**src/rtl/pong_match_ctrl.sv**
```systemverilog
// pong_match_ctrl: sequences new-game / play / serve / pause / game-over for
// 1..4 players, owning the frame-counted serve timer, BCD scores and balls.
module pong_match_ctrl #(
  parameter int NUM_PLAYERS  = 2,
  parameter int BALLS        = 3,
  parameter int WIN_SCORE    = 11,
  parameter int TIMER_FRAMES = 120
) (
  input  logic                     clk,
  input  logic                     reset,
  input  logic                     frame_tick,
  input  logic [2*NUM_PLAYERS-1:0] btn,
  input  logic                     pause_req,
  input  logic                     mode,
  input  logic [NUM_PLAYERS-1:0]   hit,
  input  logic [NUM_PLAYERS-1:0]   miss,
  output logic                     gra_still,
  output logic [2:0]               state,
  output logic [3:0]               balls_left,
  output logic [8*NUM_PLAYERS-1:0] score,
  output logic [1:0]               serve_player,
  output logic [1:0]               winner,
  output logic                     show_rules,
  output logic                     show_over,
  output logic                     show_pause
);

  typedef enum logic [2:0] {
    S_NEWGAME = 3'd0,
    S_PLAY    = 3'd1,
    S_NEWBALL = 3'd2,
    S_PAUSE   = 3'd3,
    S_OVER    = 3'd4
  } state_t;

  localparam logic [7:0] WIN_BCD = {4'(WIN_SCORE / 10), 4'(WIN_SCORE % 10)};

  state_t     state_q, next_state;
  logic [7:0] score_q [NUM_PLAYERS];
  logic [3:0] balls_q;
  logic [1:0] serve_q, winner_q;
  logic [7:0] timer_q;
  logic       mode_q;

  logic       timer_up;
  logic       press_any, hit_any, miss_any;
  logic [1:0] press_idx, hit_idx, miss_idx, next_idx, best_idx;
  logic [7:0] next_score, best_val;
  logic       win_hit;

  // Saturating two-digit BCD increment (99 stays 99)
  function automatic logic [7:0] bcd_inc(input logic [7:0] v);
    logic [7:0] r;
    if (v == 8'h99)
      r = v;
    else if (v[3:0] == 4'd9)
      r = {v[7:4] + 4'd1, 4'd0};
    else
      r = {v[7:4], v[3:0] + 4'd1};
    return r;
  endfunction

  assign timer_up = (timer_q == 8'd0);

  // Decode player events (lowest index wins), mode-1 scorer and current leader
  always_comb begin
    press_any = 1'b0;
    press_idx = 2'd0;
    hit_any   = 1'b0;
    hit_idx   = 2'd0;
    miss_any  = 1'b0;
    miss_idx  = 2'd0;
    for (int i = NUM_PLAYERS - 1; i >= 0; i--) begin
      if (btn[2*i +: 2] != 2'b00) begin
        press_any = 1'b1;
        press_idx = 2'(i);
      end
      if (hit[i]) begin
        hit_any = 1'b1;
        hit_idx = 2'(i);
      end
      if (miss[i]) begin
        miss_any = 1'b1;
        miss_idx = 2'(i);
      end
    end
    if (int'(miss_idx) == NUM_PLAYERS - 1)
      next_idx = 2'd0;
    else
      next_idx = miss_idx + 2'd1;
    next_score = 8'd0;
    best_idx   = 2'd0;
    best_val   = score_q[0];
    for (int i = 0; i < NUM_PLAYERS; i++) begin
      if (2'(i) == next_idx)
        next_score = bcd_inc(score_q[i]);
      if (score_q[i] > best_val) begin
        best_val = score_q[i];
        best_idx = 2'(i);
      end
    end
    win_hit = (next_score == WIN_BCD);
  end

  // State register
  always_ff @(posedge clk or posedge reset) begin
    if (reset)
      state_q <= S_NEWGAME;
    else
      state_q <= next_state;
  end

  // Next-state logic; in PLAY a miss beats a hit, which beats a pause request
  always_comb begin
    next_state = state_q;
    case (state_q)
      S_NEWGAME: if (press_any) next_state = S_PLAY;
      S_PLAY: begin
        if (miss_any) begin
          if (!mode_q)
            next_state = (balls_q == 4'd0) ? S_OVER : S_NEWBALL;
          else
            next_state = win_hit ? S_OVER : S_NEWBALL;
        end else if (!hit_any && pause_req) begin
          next_state = S_PAUSE;
        end
      end
      S_NEWBALL: if (timer_up && press_any) next_state = S_PLAY;
      S_PAUSE:   if (pause_req) next_state = S_PLAY;
      S_OVER:    if (timer_up) next_state = S_NEWGAME;
      default:   next_state = S_NEWGAME;
    endcase
  end

  // Timer, scores, ball budget, serve/winner and latched game mode
  always_ff @(posedge clk or posedge reset) begin
    if (reset) begin
      for (int i = 0; i < NUM_PLAYERS; i++) score_q[i] <= 8'd0;
      balls_q  <= 4'(BALLS);
      serve_q  <= 2'd0;
      winner_q <= 2'd0;
      timer_q  <= 8'd0;
      mode_q   <= 1'b0;
    end else begin
      if (state_q == S_PLAY && miss_any)
        timer_q <= 8'(TIMER_FRAMES);
      else if (frame_tick && !timer_up && state_q != S_PAUSE)
        timer_q <= timer_q - 8'd1;
      case (state_q)
        S_NEWGAME: begin
          for (int i = 0; i < NUM_PLAYERS; i++) score_q[i] <= 8'd0;
          balls_q <= 4'(BALLS);
          if (press_any) begin
            mode_q  <= mode;
            serve_q <= press_idx;
            if (!mode) balls_q <= 4'(BALLS - 1);
          end
        end
        S_PLAY: begin
          if (miss_any) begin
            if (!mode_q) begin
              if (balls_q == 4'd0) winner_q <= best_idx;
              else                 balls_q  <= balls_q - 4'd1;
            end else begin
              for (int i = 0; i < NUM_PLAYERS; i++)
                if (2'(i) == next_idx) score_q[i] <= next_score;
              if (win_hit) winner_q <= next_idx;
            end
          end else if (hit_any && !mode_q) begin
            for (int i = 0; i < NUM_PLAYERS; i++)
              if (2'(i) == hit_idx) score_q[i] <= bcd_inc(score_q[i]);
          end
        end
        S_NEWBALL: if (timer_up && press_any) serve_q <= press_idx;
        S_OVER: begin
          if (timer_up) begin
            for (int i = 0; i < NUM_PLAYERS; i++) score_q[i] <= 8'd0;
            balls_q <= 4'(BALLS);
          end
        end
        default: ;
      endcase
    end
  end

  // Moore outputs, all taken straight from registers
  always_comb begin
    state        = state_q;
    gra_still    = (state_q != S_PLAY);
    show_rules   = (state_q == S_NEWGAME);
    show_over    = (state_q == S_OVER);
    show_pause   = (state_q == S_PAUSE);
    balls_left   = balls_q;
    serve_player = serve_q;
    winner       = winner_q;
    score        = '0;
    for (int i = 0; i < NUM_PLAYERS; i++) score[8*i +: 8] = score_q[i];
  end

endmodule

```
**config.mk**
```make
export PLATFORM = sky130hd
export DESIGN_NAME = pong_match_ctrl
export DESIGN_NICKNAME = d
export VERILOG_FILES = /design/src/rtl/pong_match_ctrl.sv
export SDC_FILE = /design/constraint.sdc
export NUM_CORES = 1
export LEC_CHECK = 0
export BUFFER_PORTS_ARGS = -buffer_cell sky130_fd_sc_hd__buf_2
export CAP_MARGIN = 40
export CORE_AREA = 3 3 103 76
export DETAILED_ROUTE_END_ITERATION = 10
export DIE_AREA = 0 0 106 79
export PLACE_DENSITY = 0.68
export SLEW_MARGIN = 0
export SYNTH_ARGS = -nofsm -noshare
export SYNTH_HDL_FRONTEND = slang
export SYNTH_SLANG_ARGS = --single-unit
export TNS_END_PERCENT = 5
```
**constraint.sdc**
```tcl
create_clock -name clk -period 2.8 [get_ports clk]
set_input_delay 0.7 -clock clk [delete_from_list [all_inputs] [get_ports clk]]
set_output_delay 0.7 -clock clk [all_outputs]
set_load 0.02 [all_outputs]
```
Yosys cells after proc, flatten, opt, wreduce, memory -nomap -nowiden
Cells that the tools add are included.
{ "classes": {"addsub": 7, "mul": 0, "div": 0, "n_lt_le_gt_ge": 1, "n_eq_ne": 29, "shift": 0, "n_mux": 54, "bitwise_logic": 0, "n_reduce_logical": 27} }
{ "op_table": {"columns": ["cell", "n"], "rows": [
  ["$mux 8", 12],
  ["$mux 16", 4],
  ["$pmux 16 s3", 1],
  ["$mux 3", 9],
  ["$mux 2", 9],
  ["$add 4x1->4 const B", 4],
  ["$eq 8x8->1 const B", 2],
  ["$mux 4", 4],
  ["$pmux 3 s5", 1],
  ["$mux 1", 12],
  ["$ne 3x2->1 const B", 4],
  ["$ne 3x3->1 const B", 4],
  ["$pmux 4 s3", 1],
  ["$reduce_and 6->1", 2],
  ["$ne 2x2->1 const B", 5],
  ["$reduce_and 5->1", 2],
  ["$reduce_bool 2->1", 5],
  ["$eq 4x4->1 const B", 2],
  ["$eq 8x5->1 const B", 1],
  ["$gt 8x8->1", 1],
  ["$logic_not 8->1", 1],
  ["$sub 8x1->8 const B", 1],
  ["$eq 3x2->1 const B", 2],
  ["$logic_and 1x1->1", 6],
  ["17 further kinds", 23]
]} }
{ "totals": {"reg_bits": 36, "latch_bits": 0, "mem_bits_rw": 0, "romBits": 0, "word_cells": 126, "mem_count": 0} }

Depth between registers and ports, before layout
Gate-level depths: netlist of run 1.
{ "depth": {"depth_word": 12, "depth_mapped": 9, "mapped_depth_nobuf": 8} }

Worst setup path after synthesis of run 1
OpenSTA, ideal clock, no wires.
{ "synth_timing": {"path_kind": "register to register", "from": "register score_q (netlist bit score[8])", "to": "register state_q[2] (netlist: state[2])", "setup_time_ps": 121, "t_arrival_ps": 2035, "required_ps": 2679, "slack_ps": 644, "stages_incl_launch_ff": 8, "n_path_buf": 0, "synth_period_minus_slack_ps": 2156, "path_cell_list": "dfrtp_1 ha_1 nand3b_4 or3_1 a21oi_2 a21oi_1 a41o_1 a22o_1"} }
{ "synth_between": {"elab_chain_cells": 9} }
{ "synth_lines": {"columns": ["item", "line_no", "source"], "rows": [
  ["start: declaration", "39", "logic [7:0] score_q [NUM_PLAYERS];"],
  ["start signal: indexed assignment", "166", "if (2'(i) == next_idx) score_q[i] <= next_score;"],
  ["start signal: indexed assignment", "171", "if (2'(i) == hit_idx) score_q[i] <= bcd_inc(score_q[i]);"],
  ["$add 4x1->4 / $eq 4x4->1 (equally long branches)", "59, 56", null],
  ["$mux 8", null, null],
  ["$mux 8 *", null, null],
  ["$mux 8 *", "95", "if (2'(i) == next_idx)"],
  ["$eq 8x5->1 *", "102", "win_hit = (next_score == WIN_BCD);"],
  ["$mux 3 *", "123", "next_state = win_hit ? S_OVER : S_NEWBALL;"],
  ["$mux 3 *", "120", "if (!mode_q)"],
  ["$mux 3 *", "119", "if (miss_any) begin"],
  ["$pmux 3 s5 *", "116", "case (state_q)"],
  ["end signal: assignment", "110", "state_q <= next_state;"],
  ["end: declaration", "38", "state_t state_q, next_state;"]
]} }
Mark *: on every way between the ends. The rest lies on a longest branch, timed or not.
A chain may end at the register's enable or synchronous reset.

Worst setup path after layout of run 1
{ "layout_timing": {"from": "register score_q (netlist bit score[9])", "to": "register winner_q[0] (netlist: winner[0])"} }
{ "layout_between": {"elab_chain_cells": 7} }
{ "layout_lines": {"columns": ["item", "line_no", "source"], "rows": [
  ["$add 4x1->4 / $eq 4x4->1 (equally long branches)", "59, 56", null],
  ["$mux 8 (2 in series)", null, null],
  ["$mux 8", "95", null],
  ["$eq 8x5->1", "102", null],
  ["$ne 2x1->1 (no source line)", null, null],
  ["$reduce_and 4->1 (no source line)", null, null],
  ["end signal: assignment", "162", "if (balls_q == 4'd0) winner_q <= best_idx;"],
  ["end signal: assignment", "167", "if (win_hit) winner_q <= next_idx;"],
  ["end: declaration", "41", "logic [1:0] serve_q, winner_q;"]
]} }
Parallel ways exist; a longest one is shown, timed or not. The select of a mux whose other input is x is not followed.

==> results of run 1 <==
## cell families (layout without fill, tap and decap cells)
kind of cell    count (synthesis)  in the layout  synth area share (%)
other cells                     1              2                 0.137
fa+ha+maj                      19             19                  8.68
buf+inv                        37             78                  6.67
simple gates                  121            121                  25.3
compound gates                 87             87                  22.2
xor+xnor                        9              9                  2.88
mux                             8              8                  3.02
flops                          34             34                  31.2
## path summary, 6_finish.rpt
path,startpoint,to,slack [ns],cells after the start
setup reg to reg,score[9],winner[0],0.36,8
hold reg to reg,serve_player[0],serve_player[0],0.50,2
max in group asynchronous,reset,balls_left[0],1.95,3
setup / recovery,score[9],winner[0],0.36,8
min in group clk,serve_player[0],serve_player[0],0.50,2
hold / removal,reset,score[5],0.50,3
## synth_stat cells, types with 3 or more instances
master	count
a211oi_1	6
a21o_1	4
a21oi_1	16
a22o_1	5
a31oi_1	3
and3_1	3
and3b_1	4
buf_2	5
buf_4	4
buf_6	3
clkbuf_1	3
dfrtp_1	32
ha_1	19
inv_1	21
mux2i_1	6
nand2_1	29
nand2b_1	4
nand3_1	5
nand3b_1	3
nand4_1	3
nand4b_1	3
nor2_1	22
nor2b_1	7
nor3_1	10
nor3b_1	3
nor4_1	5
o21ai_0	19
o21ai_2	3
o31ai_1	4
o41ai_1	3
or2_2	3
xnor2_1	8
## per-stage QoR
step	std cells	instance area [µm²]	utilization [%]	worst slack (ns)
after CTS	452	3110	46.0	0.422
after global routing	452	3110	46.0	0.194
final	452	3110	46.0	0.359
after detailed placement	444	3020	44.7	0.284
after floorplan	317	2740	-	0.644
after global placement	444	3020	44.7	0.456
## critical path: stages, from the launching register on
cell and delay [ns]:
dfrtp_1 0.46, inv_1 0.11, ha_1 0.27, and3b_1 0.31
mux2i_1 0.33, a32o_1 0.24, nor4b_1 0.30, a311oi_1 0.15
a41oi_1 0.19
## flip-flops by register name (all words and copies together), names as in the netlist
signal / cells
score: 16
timer_q: 8
balls_left: 4
state: 3
mode_q: 1
serve_player: 1
winner: 1
## power by group
group          total, mW  internal [mW]  switching (mW)  leakage, nW
Combinational       1.63          0.649           0.977        0.963
Sequential         0.901          0.646           0.256        0.431
Clock              0.389          0.199           0.190       0.0482
Total               2.92           1.49            1.42         1.44
## routing by layer
layer  track usage [%]  up-vias  part of all wire (%)
met5                 0        -                     0
met4              5.43        0                   1.1
met3              4.79        8                   7.9
met2              24.4      107                    41
met1              28.3     1219                    50
li1                  -     1228                     -
## final cells by class
type	instances	area share, %
clock buffers	7	2.78
repair buffers	48	8.29
inverters	22	2.66
multi-input cells	246	54.9
clock inverters	1	0.161
flip-flops and latches	34	27.4
well taps	94	3.78
==> impl_metrics.json, run 1 <==
{
  "outcome": "completed",
  "crit_type": "register to register",
  "die_area_um2": 8370,
  "vdd_ir_drop_max_mv": 0.402,
  "hold_path_class": "primary input to asynchronous set/reset pin",
  "final-setup-viol-count": 0,
  "layout_common_cells": "buf_2 (41), dfrtp_1 (32), nand2_1 (29), nor2_1 (22), inv_1 (21)",
  "critPathLaunchType": "register",
  "cts_made_buffers": 5,
  "ant_nets": 0,
  "drv_slew": 0,
  "netlist_area_um2": 2740,
  "avgSynthCellArea_um2": 8.67,
  "nets": 389,
  "fin_skew_ns": 0.00586,
  "io_buffers": 41,
  "ys.flop_type": "dfrtp_1",
  "post_drt_wl_per_cell_um": 16.2,
  "grt_setup_unrepaired": "no",
  "yosysSeqAreaShare_pct": 31.2,
  "first_global_vias": 2317,
  "cts_setup_buffers": 0,
  "synth_cell_types": 66,
  "seqCellArea_um2": 853,
  "clk_latency_ns": 0.30,
  "tightest_slew_ns": 0.599,
  "clock-root-buffer": "clkbuf_8",
  "final.setup.tns_ns": 0,
  "synthArstFlopShare_pct": 100,
  "gp_congestion": 0.953,
  "cts_hold_buffers": 0,
  "synth_top_area_cell": "dfrtp_1",
  "routed_wl_um": 7340,
  "hpwl_um": 5540,
  "cts_buffer_depth": 2,
  "grt_pass1_wl_um": 12200,
  "cp-end-kind": "register",
  "holdWs_ns": 0.495,
  "cts_sinks": 34,
  "synth-seq-cells": 34,
  "max_freq_mhz": 410,
  "routed_via_density": 5.67,
  "syn_inst": 316,
  "antenna_found_initial": 0,
  "maxCapViolCount": 0,
  "grt-ovfl-total": 0,
  "crit_arrival_ns": 2.65,
  "drive_gt1_share_pct": 21.8,
  "htree_levels": 2,
  "multiInputGateArea_um2": 1710,
  "grt_max_degree": 35,
  "cp_max_fo": 7,
  "power.density_nw_per_um2": 938,
  "synth_warnings": 0,
  "drt_iter0_drc": 210,
  "clk_pin_slew_worst_paths_ns": 0.07,
  "drt_pass1_iterations": 4,
  "max-slew-margin-rel_pct": 59.9,
  "synthTopCellsByArea": "dfrtp_1 (29%), ha_1 (8.7%), nand2_1 (4.0%), o21ai_0 (3.5%), nor2_1 (3.0%)",
  "synth_enable_flop_cells": 0,
  "leakagePower_nw": 1.44,
  "die_height_um": 79,
  "cp.required_ns": 3.01,
  "rows": 25,
  "pin_count": 44,
  "area_delta_synth_final_pct": 13.5,
  "cts_tree": "done",
  "drc": 0,
  "initial_core_util_pct": 40.5,
  "grt.total_usage_pct": 18.3,
  "final.min_clock_period_ns": 2.44,
  "final_common_cell": "buf_2",
  "synth_top_area_share_pct": 29.2,
  "core-area_um2": 6760,
  "insertedDiodeCount": 0,
  "final.fill_count": 665,
  "p_total_mw": 2.92,
  "hold_viol_final": 0,
  "die_w_um": 106,
  "period_share_pct": 87.2,
  "ctsResizeCount": 0,
  "routed-via-count": 2562
}
No activity file was read; power rests on OpenSTA's default activity.
==> inputs of run 2 (changes only) <==
--- a/config.mk
+++ b/config.mk
@@ -10,7 +10,6 @@
 export CORE_AREA = 3 3 103 76
 export DETAILED_ROUTE_END_ITERATION = 10
 export DIE_AREA = 0 0 106 79
-export PLACE_DENSITY = 0.68
 export SLEW_MARGIN = 0
 export SYNTH_ARGS = -nofsm -noshare
 export SYNTH_HDL_FRONTEND = slang
==> run 2 against run 1 <==
Compared with the run above: first-iteration DRC count is 14% higher; clock-buffer cell count stayed put; design area is 0.24% higher; sequential cell count unchanged; die area did not move; wire length increased by 3.1%; clock skew rose by 0.0033 ns; sequential share of layout area down 0.066 points; maximum frequency rose by 0.30%; via count decreased by 1.3%; critical path depth is 5 lower; highest routed layer unchanged.
==> impl_metrics.json, run 2 (synthesis results as in run 1) <==
{
  "initial_core_util_pct": 40.5,
  "layout_common_cells": "buf_2 (41), dfrtp_1 (32), nand2_1 (29), nor2_1 (22), inv_1 (21)",
  "tightest_slew_ns": 0.555,
  "fin_skew_ns": 0.00920,
  "insertedDiodeCount": 0,
  "cts_hold_buffers": 0,
  "cts_tree": "done",
  "hpwl_um": 5790,
  "routed_via_density": 5.58,
  "critPathLaunchType": "register",
  "core-area_um2": 6760,
  "io_buffers": 41,
  "first_global_vias": 2404,
  "post-place-ws_ns": 0.386,
  "cts_setup_buffers": 0,
  "fin_ws_ns": 0.366,
  "routed-via-count": 2528,
  "grt_max_degree": 35,
  "grt_pass1_wl_um": 12600,
  "ctsResizeCount": 0,
  "drv_slew": 0,
  "seqPwrFrac_pct": 30.7,
  "final.fill_count": 707,
  "drc": 0,
  "routed_wl_um": 7570,
  "startpoint": "state[0]",
  "gp_congestion": 0.917,
  "internal_power_mw": 1.49,
  "antenna_found_initial": 0,
  "cp-end-kind": "output port",
  "die_area_um2": 8370,
  "p_total_mw": 2.93,
  "holdWs_ns": 0.497,
  "drive_gt1_share_pct": 22.0,
  "area_delta_synth_final_pct": 13.8,
  "die_w_um": 106,
  "htree_levels": 2,
  "clock-root-buffer": "clkbuf_8",
  "final.min_clock_period_ns": 2.43,
  "die_height_um": 79,
  "timing.rr.start": "score[9]",
  "nets": 390,
  "power.density_nw_per_um2": 940,
  "hold_viol_final": 0,
  "clk_pin_slew_worst_paths_ns": 0.07,
  "final.setup.tns_ns": 0,
  "netSwitchingFraction_pct": 49.2,
  "crit_arrival_ns": 1.73,
  "leakagePower_nw": 1.45,
  "clk_latency_ns": 0.29,
  "pwr-share-clk_pct": 13.4,
  "power.switching_mw": 1.44,
  "crit_type": "register to output port",
  "cts_made_buffers": 5,
  "ant_nets": 0,
  "hold_path_class": "primary input to asynchronous set/reset pin",
  "cp.required_ns": 2.10,
  "drt_pass1_iterations": 5,
  "drt_iter0_drc": 239,
  "outcome": "completed",
  "rows": 25,
  "final-setup-viol-count": 0,
  "pin_count": 44,
  "placed_area_um2": 3030,
  "vdd_ir_drop_max_mv": 0.271,
  "grt_setup_unrepaired": "no",
  "grt-ovfl-total": 0,
  "post_drt_wl_per_cell_um": 16.7,
  "largest_reg_flops": 16,
  "cts_buffer_depth": 2,
  "max-slew-margin-rel_pct": 62.9,
  "pwr-share-comb_pct": 55.9,
  "final_common_cell": "buf_2",
  "maxCapViolCount": 0,
  "final_cell_area_um2": 3120,
  "period_share_pct": 86.9,
  "cp_max_fo": 14,
  "grt.total_usage_pct": 19.0,
  "cts_sinks": 34,
  "max_freq_mhz": 411
}
==> run 2: changes by cell type in the layout (fill, tap and decap cells not counted) <==
cell   before  now
buf_4       7    8
==> run 2: layout make-up <==
| type | count | area (µm²) | share of cell area [%] |
|---|---|---|---|
| multi-input combinational | 246 | 1710 | 54.8 |
| sequential | 34 | 853 | 27.4 |
| timing repair buffer | 49 | 265 | 8.51 |
| tap | 94 | 118 | 3.77 |
| clock buffer | 7 | 86.3 | 2.77 |
| inverter | 22 | 82.6 | 2.65 |
| clock inverter | 1 | 5.00 | 0.161 |
==> run 2: path summary, 6_finish.rpt <==
path	end	slack, ns	cells after the start
max in group asynchronous	balls_left[1]	1.94	3
hold / removal	timer_q[1]	0.50	3
min in group clk	serve_player[0]	0.52	2
setup / recovery	gra_still	0.37	3
setup reg to reg	state[2]	0.46	8
hold reg to reg	serve_player[0]	0.52	2
==> run 2: per-stage QoR <==
step                      std cells  utilization, %
after global placement          445            44.8
final                           453            46.1
after detailed placement        445            44.8
after CTS                       453            46.1
after global routing            453            46.1
after floorplan                 317               -
==> run 2: power by group through the flow <==
stage / clock (mW) / sequential (mW) / combinational [mW]
5_1_grt: 0.421 / 0.929 / 1.83
4_1_cts: 0.400 / 0.897 / 1.63
3_3_place_gp: 0 / 0.897 / 1.62
3_5_place_dp: 0 / 0.905 / 1.63
6_report: 0.393 / 0.900 / 1.64
2_1_floorplan: 0 / 0.922 / 1.14
==> run 2: metal layers <==
metal | part of all wire, % | global-route usage [%]
met2 | 41 | 26.3
met5 | 0 | 0
met1 | 50 | 29.9
met3 | 8.1 | 3.82
met4 | 1.2 | 4.66
==> run 2: critical path, cell delays in order (launching register included) <==
cell     delay, ns
dfrtp_1       0.61
and3_1        0.40
inv_2         0.21
buf_2         0.21
==> inputs of run 3 (changes only) <==
--- a/config.mk
+++ b/config.mk
@@ -5,11 +5,12 @@
 export SDC_FILE = /design/constraint.sdc
 export NUM_CORES = 1
 export LEC_CHECK = 0
+export ABC_AREA = 1
 export BUFFER_PORTS_ARGS = -buffer_cell sky130_fd_sc_hd__buf_2
 export CAP_MARGIN = 40
-export CORE_AREA = 3 3 103 76
+export CORE_AREA = 3 3 101 74
 export DETAILED_ROUTE_END_ITERATION = 10
-export DIE_AREA = 0 0 106 79
+export DIE_AREA = 0 0 104 77
 export SLEW_MARGIN = 0
 export SYNTH_ARGS = -nofsm -noshare
 export SYNTH_HDL_FRONTEND = slang
==> run 3 against run 2 <==
Compared with the run above: wire length decreased by 6.9%; combinational power increased by 30%; clock skew decreased by 0.0031 ns; clock-buffer cell count decreased by 1; design area decreased by 2.1%; synthesized area decreased by 5.6%; sequential share of layout area increased by 0.58 points; sequential power increased by 5.1%; die area decreased by 4.4%; synthesized cell count increased by 16%; largest cell class unchanged.
==> impl_metrics.json, run 3 <==
{
  "crit_type": "register to register",
  "ys.flop_type": "dfrtp_1",
  "crit_arrival_ns": 2.63,
  "largest_reg_flops": 16,
  "internal_power_mw": 1.78,
  "placed_area_um2": 2910,
  "fin_skew_ns": 0.00611,
  "final.setup.tns_ns": 0,
  "period_share_pct": 87.3,
  "maxCapViolCount": 0,
  "area_delta_synth_final_pct": 18.0,
  "drv_slew": 0,
  "seqPwrFrac_pct": 25.8,
  "synth_top_area_share_pct": 31.0,
  "gp_congestion": 0.852,
  "crit_buf_inv": 1,
  "cts_sinks": 34,
  "post_drt_wl_per_cell_um": 13.8,
  "power.switching_mw": 1.88,
  "synth_cell_types": 35,
  "netSwitchingFraction_pct": 51.3,
  "die_height_um": 77,
  "cts_tree": "done",
  "cts_setup_buffers": 0,
  "dp.cells": 503,
  "max-slew-margin-rel_pct": 57.7,
  "final.fill_count": 673,
  "drc": 0,
  "power.density_nw_per_um2": 1200,
  "vdd_ir_drop_max_mv": 0.540,
  "grt-ovfl-total": 0,
  "tightest_slew_ns": 0.632,
  "cts_buffer_depth": 2,
  "cp_max_fo": 11,
  "synthArstFlopShare_pct": 100,
  "hold_viol_final": 0,
  "htree_levels": 2,
  "synth_enable_flop_cells": 0,
  "hold_path_class": "register to register",
  "antenna_found_initial": 0,
  "post-place-ws_ns": 0.420,
  "cp-end-kind": "register",
  "final_core_util_pct": 46.0,
  "grt_setup_unrepaired": "no",
  "die_w_um": 104,
  "critPathLaunchType": "register",
  "insertedDiodeCount": 0,
  "critPathSlowestCell": "nor2_1",
  "netlist_area_um2": 2590,
  "drt_pass1_iterations": 5,
  "io_buffers": 41,
  "cts_hold_buffers": 0,
  "synth.most_common_cell": "nand2_1",
  "rows": 25,
  "syn_inst": 368,
  "grt.total_usage_pct": 17.8,
  "drive_gt1_share_pct": 17.7,
  "final_common_cell": "nand2_1",
  "cpMostUsedCell": "nand2_1",
  "hpwl_um": 5500,
  "core-area_um2": 6630,
  "nets": 448,
  "cpLargestDelayFamily": "simple AND/OR/NAND/NOR gates",
  "cp.required_ns": 2.99,
  "synthTopCellsByArea": "dfrtp_1 (31%), nand2_1 (14%), ha_1 (9.2%), nand3_1 (8.7%), inv_1 (7.1%)",
  "final-setup-viol-count": 0,
  "cts_made_buffers": 5,
  "fin_ws_ns": 0.356,
  "clk_pin_slew_worst_paths_ns": 0.08,
  "synthTopCellsByCount": "nand2_1 (96), inv_1 (49), nand3_1 (45), dfrtp_1 (32), nor2_1 (23)",
  "routed_via_density": 5.07,
  "cp_cell_sequence": "inv_1 > ha_1 > nand2_1 > nor2_1 > a21oi_1 > o21ai_0 > nand2_1 > nor2_1 > nand2_1 > nand2_1 > nand3_1 > nand2_1 > nand2_1",
  "leakagePower_nw": 1.56,
  "layout_common_cells": "nand2_1 (96), inv_1 (49), nand3_1 (45), buf_2 (41), dfrtp_1 (32)",
  "ctsResizeCount": 0,
  "pwr-share-comb_pct": 58.3,
  "max_freq_mhz": 409,
  "grt_max_degree": 35,
  "outcome": "completed",
  "synth-seq-cells": 34,
  "p_total_mw": 3.66,
  "avgSynthCellArea_um2": 7.03,
  "final_cell_area_um2": 3050,
  "die_area_um2": 8010,
  "pin_count": 44,
  "routed_wl_um": 7040,
  "pwr-share-clk_pct": 15.8,
  "synth_top_area_cell": "dfrtp_1",
  "drt_iter0_drc": 182,
  "ant_nets": 0,
  "routed-via-count": 2591,
  "grt_pass1_wl_um": 11700,
  "clock-root-buffer": "clkbuf_8",
  "holdWs_ns": 0.492,
  "synth_warnings": 0,
  "critPathMaxStageDelay_ns": 0.50,
  "final.min_clock_period_ns": 2.44,
  "finalNonFillerCells": 511,
  "yosysSeqAreaShare_pct": 33.0,
  "clk_latency_ns": 0.29,
  "first_global_vias": 2308,
  "initial_core_util_pct": 39.0
}
## run 3: path summary, 6_finish.rpt
kind / start / to / slack, ns / cells after the start
setup / recovery: score[9] / winner[0] / 0.36 / 13
hold / removal: timer_q[0] / timer_q[0] / 0.49 / 1
setup reg to reg: score[9] / winner[0] / 0.36 / 13
hold reg to reg: timer_q[0] / timer_q[0] / 0.49 / 1
max in group asynchronous: reset / balls_left[1] / 1.96 / 3
min in group asynchronous: reset / timer_q[5] / 0.50 / 3
## run 3: kinds of logic (layout without fill, tap and decap cells)
family / after synthesis / in the layout / synth area share, %
AOI/OAI and AO/OA: 59 / 59 / 13.2
xor gates and xnor gates: 2 / 2 / 0.677
adders and majority gates: 19 / 19 / 9.19
buffers and inverters: 57 / 105 / 8.81
DFF: 34 / 34 / 33.0
other: 1 / 2 / 0.145
and+or+nand+nor: 196 / 196 / 35.0
## run 3: power groups by stage
stage	sequential, mW	clock, mW	combinational (mW)
3_3_place_gp	0.953	0	2.10
5_1_grt	0.987	0.608	2.41
4_1_cts	0.946	0.588	2.13
3_5_place_dp	0.954	0	2.11
6_report	0.946	0.579	2.14
2_1_floorplan	1.08	0	1.38
## run 3: cell type report
class,instances,area (µm²),area share [%]
multi-input combinational,278,1510,49.4
tap,94,118,3.85
sequential,34,853,28.0
clock buffer,6,82.6,2.71
clock inverter,2,60.1,1.97
inverter,53,201,6.60
timing repair buffer,44,228,7.46
## run 3: layer usage
metal  routed length (µm)  global-route usage (%)
met3                  397                    3.03
met4                   78                    4.52
met1                 3920                    28.7
met5                    0                       0
met2                 2640                    23.9
